## config.mk

```make
export PLATFORM = sky130hd
export DESIGN_NAME = text_pixel_renderer
export DESIGN_NICKNAME = d
export VERILOG_FILES = /design/src/rtl/text_pixel_renderer.sv
export SDC_FILE = /design/constraint.sdc
export NUM_CORES = 1
export LEC_CHECK = 0
export BUFFER_PORTS_ARGS = -buffer_cell sky130_fd_sc_hd__buf_2
export CAP_MARGIN = 10
export CELL_PAD_IN_SITES_DETAIL_PLACEMENT = 0
export CELL_PAD_IN_SITES_GLOBAL_PLACEMENT = 1
export CORE_MARGIN = 1
export CORE_UTILIZATION = 39
export CTS_BUF_LIST = sky130_fd_sc_hd__clkbuf_8
export DETAILED_ROUTE_END_ITERATION = 7
export MAX_ROUTING_LAYER = met4
export PLACE_DENSITY_LB_ADDON = 0.1
export REMOVE_ABC_BUFFERS = 1
export SYNTH_ARGS = -nofsm -noshare
export SYNTH_HDL_FRONTEND = slang
export SYNTH_SLANG_ARGS = --single-unit
```

## constraint.sdc

```tcl
create_clock -name i_clk -period 1.45 [get_ports i_clk]
set_input_delay 0.29 -clock i_clk [delete_from_list [all_inputs] [get_ports i_clk]]
set_output_delay 0.29 -clock i_clk [all_outputs]
set_load 0.01 [all_outputs]
```

## src/rtl/text_pixel_renderer.sv

```systemverilog
// Character-cell text renderer: maps a scan position to a cell fetch, a font-row fetch and
// one monochrome pixel, three cycles after the request.
module text_pixel_renderer #(
  parameter int unsigned HORIZONTAL_WIDTH = 1650,
  parameter int unsigned VERTICAL_WIDTH   = 750,
  parameter int unsigned COLUMNS          = 16,
  parameter int unsigned ROWS             = 19,
  parameter int unsigned CHAR_PIXELS_X    = 8,
  parameter int unsigned CHAR_PIXELS_Y    = 16,
  parameter int unsigned SCALE_X          = 1,
  parameter int unsigned SCALE_Y          = 1
) (
  input  logic                                 i_clk,
  input  logic                                 i_rst_n,
  input  logic [$clog2(HORIZONTAL_WIDTH)-1:0]  i_sx,
  input  logic [$clog2(VERTICAL_WIDTH)-1:0]    i_sy,
  input  logic [$clog2(HORIZONTAL_WIDTH)-1:0]  i_x,
  input  logic [$clog2(VERTICAL_WIDTH)-1:0]    i_y,
  input  logic                                 i_rd_en,
  output logic                                 o_cell_rd,
  output logic [$clog2(COLUMNS*ROWS)-1:0]      o_cell_addr,
  input  logic [7:0]                           i_cell_data,
  output logic                                 o_font_rd,
  output logic [$clog2(256*CHAR_PIXELS_Y)-1:0] o_font_addr,
  input  logic [CHAR_PIXELS_X-1:0]             i_font_row,
  output logic                                 o_rd_dv,
  output logic                                 o_data,
  output logic                                 o_in_window
);

  localparam int unsigned XW     = $clog2(HORIZONTAL_WIDTH);
  localparam int unsigned YW     = $clog2(VERTICAL_WIDTH);
  localparam int unsigned CAW    = $clog2(COLUMNS * ROWS);
  localparam int unsigned FAW    = $clog2(256 * CHAR_PIXELS_Y);
  localparam int unsigned GXW    = (CHAR_PIXELS_X > 1) ? $clog2(CHAR_PIXELS_X) : 1;
  localparam int unsigned GYW    = (CHAR_PIXELS_Y > 1) ? $clog2(CHAR_PIXELS_Y) : 1;
  localparam int unsigned CELL_W = CHAR_PIXELS_X * SCALE_X;
  localparam int unsigned CELL_H = CHAR_PIXELS_Y * SCALE_Y;
  localparam int unsigned WIN_W  = COLUMNS * CELL_W;
  localparam int unsigned WIN_H  = ROWS * CELL_H;

  // Stage 0: window test and cell/glyph coordinates
  logic [XW:0]    rel_x;
  logic [YW:0]    rel_y;
  logic           in_window;
  int unsigned    col;
  int unsigned    row;
  logic [GXW-1:0] glyph_x;
  logic [GYW-1:0] glyph_y;
  logic [CAW-1:0] cell_addr_d;

  always_comb begin
    // The extra MSB flags scan positions left of / above the window origin.
    rel_x       = {1'b0, i_sx} - {1'b0, i_x};
    rel_y       = {1'b0, i_sy} - {1'b0, i_y};
    in_window   = !rel_x[XW] && (32'(rel_x) < WIN_W) && !rel_y[YW] && (32'(rel_y) < WIN_H);
    col         = 32'(rel_x) / CELL_W;
    row         = 32'(rel_y) / CELL_H;
    glyph_x     = GXW'((32'(rel_x) / SCALE_X) % CHAR_PIXELS_X);
    glyph_y     = GYW'((32'(rel_y) / SCALE_Y) % CHAR_PIXELS_Y);
    cell_addr_d = CAW'(row * COLUMNS + col);
  end

  logic           s1_valid, s1_in_win;
  logic [GXW-1:0] s1_gx;
  logic [GYW-1:0] s1_gy;
  logic           s2_valid, s2_in_win;
  logic [GXW-1:0] s2_gx;

  logic           s1_hit;
  logic           s2_hit;
  logic [FAW-1:0] font_addr_d;
  logic [GXW-1:0] bit_idx;

  always_comb begin
    s1_hit      = i_rd_en && in_window;
    s2_hit      = s1_valid && s1_in_win;
    font_addr_d = FAW'(32'(i_cell_data) * CHAR_PIXELS_Y + 32'(s1_gy));
    // Font rows are stored MSB-first, so glyph column 0 is the top bit.
    bit_idx     = GXW'(CHAR_PIXELS_X - 1) - s2_gx;
  end

  always_ff @(posedge i_clk or negedge i_rst_n) begin
    if (!i_rst_n) begin
      o_cell_rd   <= 1'b0;
      o_cell_addr <= '0;
      s1_valid    <= 1'b0;
      s1_in_win   <= 1'b0;
      s1_gx       <= '0;
      s1_gy       <= '0;
      o_font_rd   <= 1'b0;
      o_font_addr <= '0;
      s2_valid    <= 1'b0;
      s2_in_win   <= 1'b0;
      s2_gx       <= '0;
      o_rd_dv     <= 1'b0;
      o_data      <= 1'b0;
      o_in_window <= 1'b0;
    end else begin
      // Stage 1: cell buffer read
      o_cell_rd <= s1_hit;
      if (s1_hit) o_cell_addr <= cell_addr_d;
      s1_valid  <= i_rd_en;
      s1_in_win <= s1_hit;
      s1_gx     <= glyph_x;
      s1_gy     <= glyph_y;
      // Stage 2: font ROM read, addressed by the returned character code
      o_font_rd <= s2_hit;
      if (s2_hit) o_font_addr <= font_addr_d;
      s2_valid  <= s1_valid;
      s2_in_win <= s2_hit;
      s2_gx     <= s1_gx;
      // Stage 3: pixel select
      o_rd_dv     <= s2_valid;
      o_data      <= s2_valid && s2_in_win && i_font_row[bit_idx];
      o_in_window <= s2_valid && s2_in_win;
    end
  end

endmodule

```

==> impl_results.rst, run 1 <==
.. list-table::
   :header-rows: 1

   * - Metric
     - Value
   * - Most repeated library cell on the critical path
     - sky130_fd_sc_hd__buf_4
   * - Mapped Cells
     - 236
   * - Async set-reset flop share out of synthesis
     - 1.00
   * - Power density cells
     - ~860 nW/µm²
   * - Depth of the CTS H-tree
     - 2
   * - Avg Vias per Cell
     - 4.73
   * - Ant diodes
     - 0
   * - Final critical path time including I/O delays and setup
     - 2.60 ns
   * - Post-cts hold buffer count
     - 0
   * - Post-detail-place hpwl
     - 4.27 mm
   * - Core occupancy in the finished layout
     - 0.659
   * - Predominant post-synthesis flop cell
     - sky130_fd_sc_hd__dfrtp_1
   * - Starting density of the core
     - 0.414
   * - Number of sinks handled by clock tree synthesis
     - 38
   * - Wirelength per Cell
     - 11.8 µm
   * - Number of endpoints failing setup at the final stage
     - 10
   * - DRC Markers
     - 0
   * - WP data arrival
     - 2.77 ns
   * - Flop and latch count out of synthesis
     - 38
   * - Pin count of the biggest net entering global routing
     - 39
   * - Post-synth cell types
     - 43
   * - Area delta synth->final
     - 59.1%
   * - Number of maximum-capacitance constraint violations
     - 0
   * - Floorplan die area
     - 6760 µm²
   * - Setup repair after global routing missed its margin
     - yes
   * - Clock transition at the register clock pins on the worst setup and hold paths after CTS
     - around 0.07 ns
   * - Worst setup EP type
     - flop
   * - Fraction of the cycle the final worst path needs
     - 1.80
   * - Register-to-Register Setup Slack
     - 0.22 ns
   * - Setup slack of the critical path after layout
     - -1.15 ns
   * - Core area
     - 6060 µm²
   * - Max incr delay on CP
     - 0.36 ns
   * - Remaining max-slew budget at the tightest pin
     - 0.682
   * - Capture point of the worst reg-to-reg path
     - o_data
   * - Minimum hold slack
     - 0.0342 ns
   * - Launching element type of the critical path
     - input port
   * - Final GP Congestion
     - just over 0.8
   * - Post-detailed-routing wire length
     - 5.65 mm
   * - Critical path's top delay family
     - compound AO/OA/AOI/OAI gates
   * - Share of the synthesized area in the top cell type
     - 0.379
   * - Placement-stage worst setup slack
     - -1.63 ns
   * - Number of antenna violations at the first check in global routing
     - 0
   * - Number of warning messages in the yosys log
     - 0
   * - Max Clock Skew
     - about 0.0045 ns
   * - Reg2reg path depth
     - 3
   * - Maximum resistive drop on vdd
     - approximately 0.53 mV
   * - Clock buffers created by TritonCTS
     - 5
   * - Fraction of layout cells with a size suffix above 1
     - 0.570
   * - Residual antenna-violating net count after detailed routing
     - 0
   * - Worst flop-to-flop path startpoint
     - s2_gx[0]
   * - Highest-delay cell along the critical path
     - sky130_fd_sc_hd__a311o_1
   * - Post-Route Setup TNS
     - -10.97 ns
   * - Net count, final
     - 490
   * - Vias in the first global route
     - between 2,000 and 2,500
   * - Netlist Area Pre-Place
     - 2510 µm²
   * - Detailed-routing iteration count for the pre-antenna-repair pass
     - 4
   * - Cell taking the most area after synthesis
     - sky130_fd_sc_hd__dfrtp_1
   * - Count of input and output buffers
     - 86
   * - FMAX
     - 384 MHz
   * - Number of DRC markers in iteration 0
     - 74
   * - Sum of overflow across all layers after global routing
     - 0
   * - Failing checks
     - negative setup slack
   * - Cell row count
     - 28
   * - Critical Path Fanout Max
     - 6
   * - Critical path type
     - in2reg
   * - Status
     - finished, violations left
   * - CP Buf/Inv Count
     - 4
   * - Overall Power
     - 0.00342 W
   * - Slew Limit Fails
     - 0
   * - Global Route Usage Sum
     - 0.183
   * - CTS max path bufs
     - 2
   * - Worst-path cell chain
     - buf_2 > ha_1 > buf_4 > a21oi_1 > nor2b_1 > a311o_1 > buf_6 > xor2_2 > buf_4 > a211oi_4 > o2111ai_4 > mux2_4
   * - Worst slew pin tran
     - 0.474 ns
   * - First-pass GRT wire length
     - 9.14 mm
   * - Via total after detailed routing
     - around 2,300
   * - Data required, critical path
     - 1.62 ns
   * - EDFF count, synth
     - 0
   * - Clock tree root buffer cell
     - sky130_fd_sc_hd__clkbuf_8
   * - X dimension of the die
     - 82.2 µm
   * - Number of filler cells placed in the layout
     - 520
   * - Die extent in y
     - about 80 µm
   * - Clock tree from TritonCTS
     - done
   * - Top cells by area in the synthesized netlist
     - sky130_fd_sc_hd__dfrtp_1 (38%), sky130_fd_sc_hd__ha_1 (12%), sky130_fd_sc_hd__mux2_2 (9.0%)
   * - Worst-skew pair later-pin latency
     - 0.28 ns
   * - Synthesized area per cell
     - 10.6 µm²
   * - Static leakage
     - 2.10 nW
   * - Sequential fraction of the synthesis area
     - 0.379
   * - Fin. Hold Viols
     - 0
   * - I/O pin count
     - 87
   * - Hold Path Class
     - in2async
==> timing repair <==
action | in CTS | in global routing
resized for setup | 44 | 15
pin swaps | 27 | 10
setup endpoints to repair | 10 | 10
setup buffers | 15 | 2
gates cloned | 1 | 0
hold endpoints to repair | 0 | 0
==> worst max path at each step <==
stage	cells after the start	start	to
floorplan	14	i_sx[0]	o_cell_addr[8]
global placement	15	i_sx[0]	o_cell_addr[8]
detailed placement	15	i_sx[1]	o_cell_addr[8]
CTS	14	i_sy[0]	o_cell_addr[6]
global route	15	i_sx[0]	o_cell_addr[8]
finish	12	i_sy[4]	o_cell_addr[8]
==> final cells by class <==
cell class | count | area [µm²] | share of cell area
clock buffer | 6 | 82.6 | 0.0207
multi-input combinational | 162 | 1700 | 0.427
clock inverter | 2 | 8.76 | 0.00219
timing repair buffer | 159 | 1010 | 0.254
tap | 75 | 93.8 | 0.0235
sequential | 38 | 951 | 0.238
inverter | 35 | 136 | 0.0342
==> logic make-up (layout without fill, tap and decap cells) <==
kind of cell / Yosys count / in the layout / share of synthesized area
AOI/OAI and AO/OA: 47 / 48 / 0.146
xor gates and xnor gates: 18 / 18 / 0.0628
adders and majority gates: 28 / 28 / 0.149
buffers and inverters: 37 / 202 / 0.0554
DFF: 38 / 38 / 0.379
muxes: 25 / 25 / 0.120
and+or+nand+nor: 43 / 43 / 0.0883
==> registers in the layout, summed over array words and instances, names as in the netlist, 3 cells and up <==
register     flops
o_cell_addr      9
o_font_addr     12
s1_gx            3
s1_gy            4
s2_gx            3
==> routing by layer <==
| metal | routed length [µm] | global-route usage |
|---|---|---|
| met4 | 85 | 0.0614 |
| met5 | 0 | - |
| met1 | 2440 | 0.213 |
| met2 | 2860 | 0.323 |
| met3 | 270 | 0.0264 |
==> per-stage QoR <==
step | instances | area, µm²
4_1_cts | 475 | 3910
6_report | 477 | 3990
2_1_floorplan | 234 | 2500
3_5_place_dp | 451 | 3450
3_3_place_gp | 451 | 3450
5_1_grt | 477 | 3990
==> cell usage after synthesis (all sizes together), types with 2 or more instances <==
library cell,count
and2,2
nand2,10
inv,35
dfrtp,38
mux2i,3
xor2,7
nand4,2
mux2,20
a211oi,4
fa,3
mux4,2
ha,25
nor2b,6
o2111ai,4
o21ai,6
nor3,3
a21oi,12
xnor2,11
or2,2
nor2,11
o21a,3
a21o,4
nand3,2
a31oi,4
==> where the power goes <==
part | internal, W | switching [W]
Sequential | 0.00116 | 0.0000392
Clock | 0.000376 | 0.000336
Combinational | 0.000827 | 0.000683
==> layout by cell type (no fill, tap or decap), types with 3 or more instances in the layout <==
master	Yosys	layout
sky130_fd_sc_hd__buf_2	0	82
sky130_fd_sc_hd__buf_4	0	70
sky130_fd_sc_hd__dfrtp_1	38	38
sky130_fd_sc_hd__inv_1	35	31
sky130_fd_sc_hd__ha_1	25	18
sky130_fd_sc_hd__mux2_2	20	16
sky130_fd_sc_hd__nor2_1	11	11
sky130_fd_sc_hd__a21oi_1	12	10
sky130_fd_sc_hd__nand2_1	10	9
sky130_fd_sc_hd__xnor2_1	11	9
sky130_fd_sc_hd__buf_6	0	7
sky130_fd_sc_hd__ha_4	0	6
sky130_fd_sc_hd__clkbuf_8	0	6
sky130_fd_sc_hd__xor2_1	7	5
sky130_fd_sc_hd__o21ai_0	6	5
sky130_fd_sc_hd__a21o_1	4	4
sky130_fd_sc_hd__o2111ai_4	1	4
sky130_fd_sc_hd__nor2b_1	6	4
sky130_fd_sc_hd__mux2_4	0	4
sky130_fd_sc_hd__nor3_1	3	3
sky130_fd_sc_hd__inv_2	0	3
sky130_fd_sc_hd__o21a_1	3	3
sky130_fd_sc_hd__mux2i_1	3	3
sky130_fd_sc_hd__fa_2	0	3
==> worst reg2reg max path: stages (launching register included) <==
cell and delay (ns):
sky130_fd_sc_hd__dfrtp_1 0.39, sky130_fd_sc_hd__mux4_2 0.52, sky130_fd_sc_hd__mux2i_1 0.15, sky130_fd_sc_hd__nor2b_1 0.06
No activity file was read; power rests on OpenSTA's default activity.
==> run 2: changes to the inputs <==
--- a/config.mk
+++ b/config.mk
@@ -9,6 +9,7 @@
 export CAP_MARGIN = 10
 export CELL_PAD_IN_SITES_DETAIL_PLACEMENT = 0
 export CELL_PAD_IN_SITES_GLOBAL_PLACEMENT = 1
+export CORE_ASPECT_RATIO = 0.9
 export CORE_MARGIN = 1
 export CORE_UTILIZATION = 39
 export CTS_BUF_LIST = sky130_fd_sc_hd__clkbuf_8
@@ -16,6 +17,7 @@
 export MAX_ROUTING_LAYER = met4
 export PLACE_DENSITY_LB_ADDON = 0.1
 export REMOVE_ABC_BUFFERS = 1
+export SETUP_SLACK_MARGIN = 0.02
 export SYNTH_ARGS = -nofsm -noshare
 export SYNTH_HDL_FRONTEND = slang
 export SYNTH_SLANG_ARGS = --single-unit
==> impl_results.rst, run 2 (synthesis results as in run 1) <==
.. list-table::
   :header-rows: 1

   * - Metric
     - Value
   * - Post-detailed-routing wire length
     - 5.77 mm (+2.1%)
   * - Net count, final
     - 485 (-1.0%)
   * - Failing checks
     - negative setup slack
   * - Capture point of the worst reg-to-reg path
     - o_data
   * - Most common cell after layout, fill and taps aside
     - sky130_fd_sc_hd__buf_2
   * - Number of maximum-capacitance constraint violations
     - 0 (unchanged)
   * - Power density cells
     - 858 nW/µm² (+0.11%)
   * - Final GP Congestion
     - 0.787 (-3.4%)
   * - Slew Limit Fails
     - 0 (unchanged)
   * - Worst setup EP type
     - flop
   * - Worst-skew pair later-pin latency
     - 0.29 ns (about the same)
   * - Global Route Usage Sum
     - 0.189 (+0.00601)
   * - Setup repair after global routing missed its margin
     - yes
   * - Static leakage
     - 2.08 nW (-0.89%)
   * - Launching element type of the critical path
     - input port
   * - Fraction of the cycle the final worst path needs
     - 1.76 (-0.0321)
   * - Pin count of the biggest net entering global routing
     - 39 (unchanged)
   * - Data required, critical path
     - 1.62 ns (about the same)
   * - Fraction of layout cells with a size suffix above 1
     - 0.568 (-0.00147)
   * - Number of filler cells placed in the layout
     - 540 (+3.8%)
   * - Placement-stage worst setup slack
     - -1.69 ns (-0.0630 ns)
   * - Reg2reg path depth
     - 3 (unchanged)
   * - Final critical path time including I/O delays and setup
     - 2.56 ns (-0.0466 ns)
   * - Number of endpoints failing setup at the final stage
     - 10 (unchanged)
   * - Starting density of the core
     - 0.408 (-0.00590)
   * - FMAX
     - 391 MHz (+1.8%)
   * - DRC Markers
     - 0 (unchanged)
   * - Avg Vias per Cell
     - 4.70 (-0.63%)
   * - Vias in the first global route
     - 2,198 (+4.1%)
   * - Number of sinks handled by clock tree synthesis
     - 38 (unchanged)
   * - CTS max path bufs
     - 2 (unchanged)
   * - Floorplan die area
     - 6760 µm² (about the same)
   * - Highest-delay cell along the critical path
     - sky130_fd_sc_hd__fa_2
   * - Largest registers
     - o_font_addr x12, o_cell_addr x9, s1_gy x4
   * - Number of non-filler instances in the completed layout
     - 483 (+1.3%)
   * - Status
     - finished, violations left
   * - Remaining max-slew budget at the tightest pin
     - 0.653 (-0.0287)
   * - Number of flip-flops in the largest register
     - 12 (unchanged)
   * - Post-cts hold buffer count
     - 0 (unchanged)
   * - Critical Path Fanout Max
     - 2 (-4)
   * - First-pass GRT wire length
     - 9.69 mm (+6.0%)
   * - Max Clock Skew
     - 0.00779 ns (+0.00329 ns)
   * - I/O pin count
     - 87 (unchanged)
   * - Post-detail-place hpwl
     - 4.24 mm (-0.66%)
   * - Via total after detailed routing
     - 2,271 (+0.62%)
   * - Count of input and output buffers
     - 86 (unchanged)
   * - Number of antenna violations at the first check in global routing
     - 0 (unchanged)
   * - Clock buffers created by TritonCTS
     - 5 (unchanged)
   * - Fin. Hold Viols
     - 0 (unchanged)
   * - WP data arrival
     - 2.73 ns (-0.04 ns)
   * - Register-to-Register Setup Slack
     - 0.24 ns (+0.02 ns)
   * - Overall Power
     - 0.00339 W (-0.87%)
   * - Wirelength per Cell
     - 12.0 µm (+0.87%)
   * - Maximum resistive drop on vdd
     - 0.400 mV (-25%)
   * - Post-Route Setup TNS
     - -10.32 ns (+0.648 ns)
   * - Hold Path Class
     - in2async
   * - Clock tree from TritonCTS
     - done
   * - Critical path type
     - in2reg
   * - Number of DRC markers in iteration 0
     - 51 (-31%)
   * - Depth of the CTS H-tree
     - 2 (unchanged)
   * - Area delta synth->final
     - 57.6%
   * - Cell row count
     - 27 (-3.6%)
   * - Most used cells in the layout excluding fill and tap cells
     - sky130_fd_sc_hd__buf_2 (82), sky130_fd_sc_hd__buf_4 (66), sky130_fd_sc_hd__dfrtp_1 (38)
   * - Core area
     - 6150 µm² (+1.4%)
   * - Clock tree root buffer cell
     - sky130_fd_sc_hd__clkbuf_8
   * - Worst flop-to-flop path startpoint
     - s2_gx[0]
   * - Sum of overflow across all layers after global routing
     - 0 (unchanged)
   * - Residual antenna-violating net count after detailed routing
     - 0 (unchanged)
   * - Worst slew pin tran
     - 0.517 ns (+0.0428 ns)
   * - Most repeated library cell on the critical path
     - sky130_fd_sc_hd__buf_4
   * - Max incr delay on CP
     - 0.38 ns (+0.02 ns)
   * - Setup slack of the critical path after layout
     - -1.11 ns (+0.0466 ns)
   * - Detailed-routing iteration count for the pre-antenna-repair pass
     - 4 (unchanged)
   * - Die extent in y
     - 78.1 µm (-5.0%)
   * - Placed Cells incl. Taps
     - 460 (+2.0%)
   * - Minimum hold slack
     - 0.0476 ns (+0.0134 ns)
   * - X dimension of the die
     - 86.5 µm (+5.3%)
   * - Clock transition at the register clock pins on the worst setup and hold paths after CTS
     - 0.07 ns (about the same)
   * - Register name with the most flops
     - o_font_addr
   * - Worst-path cell chain
     - buf_2 > buf_4 > fa_2 > nor2b_4 > o2111ai_2 > a31oi_1 > xor2_1 > buf_4 > buf_4 > ha_4 > a21o_1 > a21oi_2 > xnor2_1 > mux2_4
   * - Ant diodes
     - 0 (unchanged)
==> run 2: layout make-up <==
cell class | count | area [µm²] | area share
multi-input cells | 162 | 1710 | 0.432
repair buffers | 154 | 973 | 0.246
clock inverters | 2 | 10.0 | 0.00253
well taps | 87 | 109 | 0.0275
flip-flops and latches | 38 | 951 | 0.241
clock buffers | 5 | 68.8 | 0.0174
inverters | 35 | 134 | 0.0339
==> run 2: repair_timing <==
item | CTS | global route
setup endpoints to repair | 10 | 10
gates resized for setup | 53 | 7
pin swaps | 25 | 18
cloned | 1 | 0
buffers inserted | 10 | 5
==> run 2: metrics by stage <==
step	area, µm²	utilization
floorplan	2500	-
global placement	3440	0.559
detailed placement	3440	0.559
CTS	3890	0.632
global route	3950	0.643
finish	3950	0.643
==> run 2: layer usage <==
metal  routed length [µm]  GRT usage  share of wire  vias to the layer above
li1                     -          -              -                     1146
met1                 2630      0.237           0.45                     1048
met2                 2780      0.312           0.48                       67
met3                  276     0.0379          0.048                       10
met4                   85     0.0533          0.015                        0
met5                    0          -              0                        -
==> run 2: how the worst max path moves through the flow <==
stage | from | end | slack, ns | depth (start not counted)
global placement | i_sx[0] | o_cell_addr[8] | -1.62 | 15
floorplan | i_sx[0] | o_cell_addr[8] | -1.45 | 14
global route | i_sy[0] | o_cell_addr[8] | -1.22 | 17
finish | i_x[1] | o_cell_addr[7] | -1.11 | 14
CTS | i_sy[0] | o_cell_addr[8] | -1.11 | 14
detailed placement | i_sx[1] | o_cell_addr[1] | -1.69 | 9
==> run 2: where the power goes <==
group / switching, W / internal [W]
clock network: 0.000345 / 0.000322
registers: 0.0000428 / 0.00116
logic: 0.000692 / 0.000830
total: 0.00108 / 0.00231
==> run 2: critical path: cells and delay by family <==
family,cells,cell delay (ns)
AOI/OAI and AO/OA,4,0.65
adders and majority gates,2,0.56
and+or+nand+nor,1,0.14
xor gates and xnor gates,2,0.33
buffers and inverters,4,0.48
muxes,1,0.27
